==> config.mk <==
export PLATFORM = sky130hd
export DESIGN_NAME = memory_stage
export DESIGN_NICKNAME = d
export VERILOG_FILES = /design/src/rtl/memory_stage.sv
export SDC_FILE = /design/constraint.sdc
export NUM_CORES = 1
export LEC_CHECK = 0
export BUFFER_PORTS_ARGS = -buffer_cell sky130_fd_sc_hd__buf_2
export CORE_ASPECT_RATIO = 0.6
export CORE_MARGIN = 2
export CORE_UTILIZATION = 25
export CTS_BUF_LIST = sky130_fd_sc_hd__clkbuf_8
export CTS_CLUSTER_DIAMETER = 30
export DETAILED_ROUTE_END_ITERATION = 8
export PLACE_DENSITY = 0.44
export SLEW_MARGIN = 0
export SYNTH_ARGS = -nofsm -noshare
export SYNTH_HDL_FRONTEND = slang
export SYNTH_SLANG_ARGS = --single-unit
==> constraint.sdc <==
create_clock -name clk -period 1.9 [get_ports clk]
set_input_delay 0.095 -clock clk [delete_from_list [all_inputs] [get_ports clk]]
set_output_delay 0.095 -clock clk [all_outputs]
set_load 0.01 [all_outputs]
==> src/rtl/memory_stage.sv <==
// memory_stage: pipeline stage between Execute and Writeback of the 16-bit core.
// Non-memory instructions retire one cycle after acceptance. LOAD/STORE go
// through a req/ack data-memory handshake, and upstream is stalled while the
// access is outstanding. Retired results are registered into the writeback
// pipeline register, and a wrapping retired-instruction counter is kept.
//
// Optional feature: define MEM_TIMEOUT_EN to enable an 8-bit access watchdog.
// When it is enabled, an access still unacknowledged after TIMEOUT_CYCLES
// cycles in ACCESS is aborted: the stage retires the instruction with data
// 16'hDEAD and sets the sticky mem_err flag. When it is not defined, ACCESS
// waits indefinitely for mem_ack and mem_err is tied low.
module memory_stage #(
    parameter int DATA_W         = 16,
    parameter int CTRL_W         = 5,
    parameter int TIMEOUT_CYCLES = 255
) (
    input  logic              clk,
    input  logic              rst_n,
    input  logic              in_valid,
    input  logic [CTRL_W-1:0] control_in,
    input  logic [4:0]        dest_index_in,
    input  logic [DATA_W-1:0] result_in,
    input  logic [DATA_W-1:0] store_data,
    input  logic              reg_write_en_in,
    output logic              stall,
    output logic              mem_req,
    output logic              mem_we,
    output logic [DATA_W-1:0] mem_addr,
    output logic [DATA_W-1:0] mem_wdata,
    input  logic [DATA_W-1:0] mem_rdata,
    input  logic              mem_ack,
    output logic              wb_valid,
    output logic [CTRL_W-1:0] wb_control,
    output logic [4:0]        wb_dest_index,
    output logic [DATA_W-1:0] wb_data,
    output logic              wb_reg_write_en,
    output logic [15:0]       instr_count,
    output logic              mem_err
);

    localparam logic [CTRL_W-1:0] OP_NOP   = CTRL_W'(5'b00000);
    localparam logic [CTRL_W-1:0] OP_LOAD  = CTRL_W'(5'b01100);
    localparam logic [CTRL_W-1:0] OP_STORE = CTRL_W'(5'b01110);

    typedef enum logic {
        IDLE   = 1'b0,
        ACCESS = 1'b1
    } state_e;

    state_e            state_q;

    logic              memReq_q;
    logic              memWe_q;
    logic [DATA_W-1:0] memAddr_q;
    logic [DATA_W-1:0] memWdata_q;

    // Instruction fields captured at accept, used when the access completes
    logic [CTRL_W-1:0] accCtrl_q;
    logic [4:0]        accDest_q;
    logic              accRegWe_q;

    logic              wbValid_q;
    logic [CTRL_W-1:0] wbControl_q;
    logic [4:0]        wbDest_q;
    logic [DATA_W-1:0] wbData_q;
    logic              wbRegWe_q;

    logic [15:0]       instrCount_q;
    logic [15:0]       instrCount_d;

    logic              isLoad;
    logic              isStore;
    logic              isNop;

    // Opcode decode of the incoming instruction
    always_comb begin
        isLoad  = (control_in == OP_LOAD);
        isStore = (control_in == OP_STORE);
        isNop   = (control_in == OP_NOP);
    end

    // Retire counter next value; natural 16-bit wrap FFFF -> 0000
    always_comb begin
        instrCount_d = instrCount_q + 16'd1;
    end

`ifdef MEM_TIMEOUT_EN
    localparam logic [7:0] WDOG_LAST = 8'(TIMEOUT_CYCLES - 1);

    logic [7:0] wdog_q;
    logic [7:0] wdog_d;
    logic       memErr_q;

    // Watchdog next value while waiting for an acknowledge
    always_comb begin
        wdog_d = wdog_q + 8'd1;
    end
`endif

    // Main FSM: accept, memory handshake, writeback register and retire counter
    always_ff @(posedge clk or negedge rst_n) begin
        if (!rst_n) begin
            state_q      <= IDLE;
            memReq_q     <= 1'b0;
            memWe_q      <= 1'b0;
            memAddr_q    <= '0;
            memWdata_q   <= '0;
            accCtrl_q    <= '0;
            accDest_q    <= '0;
            accRegWe_q   <= 1'b0;
            wbValid_q    <= 1'b0;
            wbControl_q  <= '0;
            wbDest_q     <= '0;
            wbData_q     <= '0;
            wbRegWe_q    <= 1'b0;
            instrCount_q <= '0;
`ifdef MEM_TIMEOUT_EN
            wdog_q       <= '0;
            memErr_q     <= 1'b0;
`endif
        end else begin
            wbValid_q <= 1'b0;
            case (state_q)
                IDLE: begin
                    if (in_valid) begin
                        if (isLoad || isStore) begin
                            state_q    <= ACCESS;
                            memReq_q   <= 1'b1;
                            memWe_q    <= isStore;
                            memAddr_q  <= result_in;
                            memWdata_q <= store_data;
                            accCtrl_q  <= control_in;
                            accDest_q  <= dest_index_in;
                            accRegWe_q <= reg_write_en_in;
`ifdef MEM_TIMEOUT_EN
                            wdog_q     <= '0;
`endif
                        end else if (!isNop) begin
                            wbValid_q    <= 1'b1;
                            wbControl_q  <= control_in;
                            wbDest_q     <= dest_index_in;
                            wbData_q     <= result_in;
                            wbRegWe_q    <= reg_write_en_in;
                            instrCount_q <= instrCount_d;
                        end
                    end
                end
                ACCESS: begin
                    if (mem_ack) begin
                        state_q      <= IDLE;
                        memReq_q     <= 1'b0;
                        memWe_q      <= 1'b0;
                        wbValid_q    <= 1'b1;
                        wbControl_q  <= accCtrl_q;
                        wbDest_q     <= accDest_q;
                        wbData_q     <= memWe_q ? memAddr_q : mem_rdata;
                        wbRegWe_q    <= memWe_q ? 1'b0 : accRegWe_q;
                        instrCount_q <= instrCount_d;
`ifdef MEM_TIMEOUT_EN
                    end else if (wdog_q == WDOG_LAST) begin
                        state_q      <= IDLE;
                        memReq_q     <= 1'b0;
                        memWe_q      <= 1'b0;
                        wbValid_q    <= 1'b1;
                        wbControl_q  <= accCtrl_q;
                        wbDest_q     <= accDest_q;
                        wbData_q     <= DATA_W'(16'hDEAD);
                        wbRegWe_q    <= 1'b0;
                        instrCount_q <= instrCount_d;
                        memErr_q     <= 1'b1;
                    end else begin
                        wdog_q <= wdog_d;
`endif
                    end
                end
                default: begin
                    state_q  <= IDLE;
                    memReq_q <= 1'b0;
                    memWe_q  <= 1'b0;
                end
            endcase
        end
    end

    // Output mapping; stall depends on state only so it never loops back to Execute
    always_comb begin
        stall           = (state_q == ACCESS);
        mem_req         = memReq_q;
        mem_we          = memWe_q;
        mem_addr        = memAddr_q;
        mem_wdata       = memWdata_q;
        wb_valid        = wbValid_q;
        wb_control      = wbControl_q;
        wb_dest_index   = wbDest_q;
        wb_data         = wbData_q;
        wb_reg_write_en = wbRegWe_q;
        instr_count     = instrCount_q;
`ifdef MEM_TIMEOUT_EN
        mem_err         = memErr_q;
`else
        mem_err         = 1'b0;
`endif
    end

endmodule

==> results.sh <==
export IMPL_cts_sinks=90
export IMPL_required_ps=2150
export IMPL_worstPathArrival_ps=2020
export IMPL_cp_num_buf_inv=2
export IMPL_grt_pass1_vias=3183
export IMPL_startpoint_type="flip-flop"
export IMPL_grt_pass1_wl_mm=17.3
export IMPL_synth_ff_type="dfrtp_1"
export IMPL_detailed_place_hpwl_mm=7.56
export IMPL_synth_cells=330
export IMPL_h_tree_depth=3
export IMPL_insertion_delay_ps=360
export IMPL_relSlewSlack_pct=59.5
export IMPL_skew_ps=9.17
export IMPL_status="finished clean"
export IMPL_path_clk_slew_ps=90
export IMPL_grt_use_total_pct=13.1
export IMPL_layoutNonFillerInstCount=722
export IMPL_synth_most_common_cell="dfrtp_1"
export IMPL_rows=35
export IMPL_final_hold_violation_count=0
export IMPL_ys_seq_area_share_pct=55.9
export IMPL_min_period_over_period_pct=93.6
export IMPL_path_cells="inv_6, nand2_2, or4_4, buf_12, mux2_4"
export IMPL_yosysWarnings=0
export IMPL_via_count=3068
export IMPL_routed_wirelength_mm=10.8
export IMPL_gr_total_overflow=0
export IMPL_leakage_nw=2.80
export IMPL_slew_violations=0
export IMPL_min_period_ps=1780
export IMPL_synth_area_leaders="dfrtp_1, mux2_4, mux2i_1"
export IMPL_cp_slowest_cell="or4_4"
export IMPL_critical_path_max_stage_delay_ps=500
export IMPL_portBuffers=141
export IMPL_cpLargestDelayFamily="simple AND/OR/NAND/NOR gates"
export IMPL_cp_max_fo=31
export IMPL_gp_congestion=0.751
export IMPL_startpoint="stall$_DFF_PN0_"
export IMPL_synth_top_area_share_pct=55.9
export IMPL_power_mw=5.55
export IMPL_synthArstFlopShare_pct=100
export IMPL_post_cts_repair_setup_buffers=0
export IMPL_layout_nets=578
export IMPL_tns_ps=0
export IMPL_syn_avg_cell_area_um2=12.2
export IMPL_synth_cell_area_um2=4030
export IMPL_holdCritStartpoint="control_in[4]"
export IMPL_synth_edff_count=0
export IMPL_synthDistinctLibCells=32
export IMPL_fmax_mhz=563
export IMPL_wl_per_cell_um=14.9
export IMPL_powerDensity_nw_per_um2=993
export IMPL_cts_buffers=9
export IMPL_area_delta_synth_final_pct=38.6
export IMPL_hold_path_class="in2reg"
export IMPL_fp_coreArea_um2=15500
export IMPL_cts_root_buf="clkbuf_8"
export IMPL_start_util_pct=25.9
export IMPL_vdd_drop_max_uv=433
export IMPL_max_slew_worst_pin_slew_ps=607
export IMPL_cp_end_kind="flip-flop"
export IMPL_syn_num_nets=394
export IMPL_die_h_um=102
export IMPL_yosysTopAreaCell="dfrtp_1"
export IMPL_die_w_um=168
export IMPL_ant_nets=0
export IMPL_io_pins=143
export IMPL_drive_gt1_share_pct=40.8
export IMPL_cts_tree="built"
export IMPL_criticalPathCategory="reg2reg"
export IMPL_ys_ff_latch=90
export IMPL_antenna_found_initial=0
export IMPL_dp_cells=665
export IMPL_finalSetupViolCount=0
export IMPL_clockBufferDepth=2
export IMPL_r2r_start="stall$_DFF_PN0_"
export IMPL_avgViaCountPerCell=4.25
export IMPL_drtIter0Drc=120
export IMPL_n_antenna_cell=0
export IMPL_drv_cap=0
export IMPL_grt_max_degree=51
export IMPL_synth_common_cells="dfrtp_1, nand2_1, mux2_4"
export IMPL_die_area_um2=17200
export IMPL_rsz0062_at_grt="no"
export IMPL_drc=0
export IMPL_dr_pass1_iters=4
sequential cells by signal, summed over array words and instances (netlist names):
| name | flops |
|---|---|
| wb_valid | 1 |
| wb_reg_write_en | 1 |
| wb_dest_index | 5 |
| accCtrl_q | 5 |
| wb_control | 5 |
| wb_data | 16 |
| mem_we | 1 |
| mem_addr | 16 |
| instr_count | 16 |
| stall | 1 |
| mem_wdata | 16 |
| accRegWe_q | 1 |
| accDest_q | 5 |
| mem_req | 1 |
per-stage QoR:
step	area (µm²)	utilization [%]	setup slack [ps]	hold slack (ps)
6_report	5580	35.9	123	62.9
5_1_grt	5580	35.9	23.8	63.3
4_1_cts	5580	35.9	22.6	45.1
3_5_place_dp	4970	32.0	116	151
3_3_place_gp	4970	32.0	150	138
2_1_floorplan	4030	-	57.1	-201
cells by family (layout without fill, tap and decap cells):
family | after synthesis | after routing | share of synthesized area [%]
multiplexers | 66 | 66 | 20.8
AO/OA/AOI/OAI | 47 | 47 | 5.99
XOR/XNOR | 15 | 15 | 3.26
flip-flops | 90 | 90 | 55.9
other | 1 | 1 | 0.0930
AND/OR/NAND/NOR | 88 | 88 | 10.1
buffers and inverters | 22 | 211 | 3.57
adder cells (fa/ha/maj) | 1 | 1 | 0.310
cell type report:
cell class	count	area [µm²]
Fill cell	1541	9960
Sequential cell	90	2250
Multi-Input combinational cell	218	1630
Timing Repair Buffer	193	1230
Tap cell	203	254
Clock buffer	9	124
Clock inverter	7	77.6
Inverter	2	12.5
worst min-delay path, delay by kind of cell:
kind | cells | cell delay (ps)
multiplexers | 1 | 60
AO/OA/AOI/OAI | 1 | 130
buffers and inverters | 1 | 100
timing repair:
action / in CTS / in global routing
resized for setup: 0 / 1
hold buffers: 41 / 0
setup endpoints to repair: 0 / 25
endpoints found under the hold margin: 82 / 0
final timing paths:
check                                              endpoint  depth (start not counted)  slack [ps]
worst max-delay path               mem_wdata[9]$_DFFE_PN0P_                          5         120
worst min-delay path              wb_control[4]$_DFFE_PN0P_                          3          60
worst min register to register  instr_count[15]$_DFFE_PN0P_                          1         480
min in group asynchronous        instr_count[7]$_DFFE_PN0P_                          2         280
max in group asynchronous         wb_control[2]$_DFFE_PN0P_                          3         930
worst max register to register     mem_wdata[9]$_DFFE_PN0P_                          5         120
power breakdown:
part           leakage (nW)  internal (mW)  total, mW  switching [mW]
Sequential             1.12           2.30       2.62           0.315
Clock                 0.105          0.623       1.37           0.747
Combinational          1.58          0.814       1.56           0.744
Total                  2.80           3.74       5.55            1.81
per-layer routing:
metal / vias to the layer above / track usage [%] / wire, µm
met4: 0 / 3.68 / 141
met1: 1441 / 19.3 / 5800
met3: 11 / 4.49 / 761
met5: - / 0 / 0
met2: 112 / 18.0 / 4090
li1: 1504 / - / -
layout by cell type (no fill, tap or decap), types with 3 or more instances in the layout:
master           n
dfrtp_1         90
nand2_1         38
dlygate4sd3_1   41
o21ai_0         28
nand4_1         11
nand3_1          3
xnor2_1         10
buf_4            9
mux2_4          34
a21oi_1         17
buf_2          140
mux2i_1         27
nor2_1          21
clkbuf_8         9
xor2_1           5
and3_1           3
mux2_2           5
Note: power is estimated with default switching activity, not from simulation.
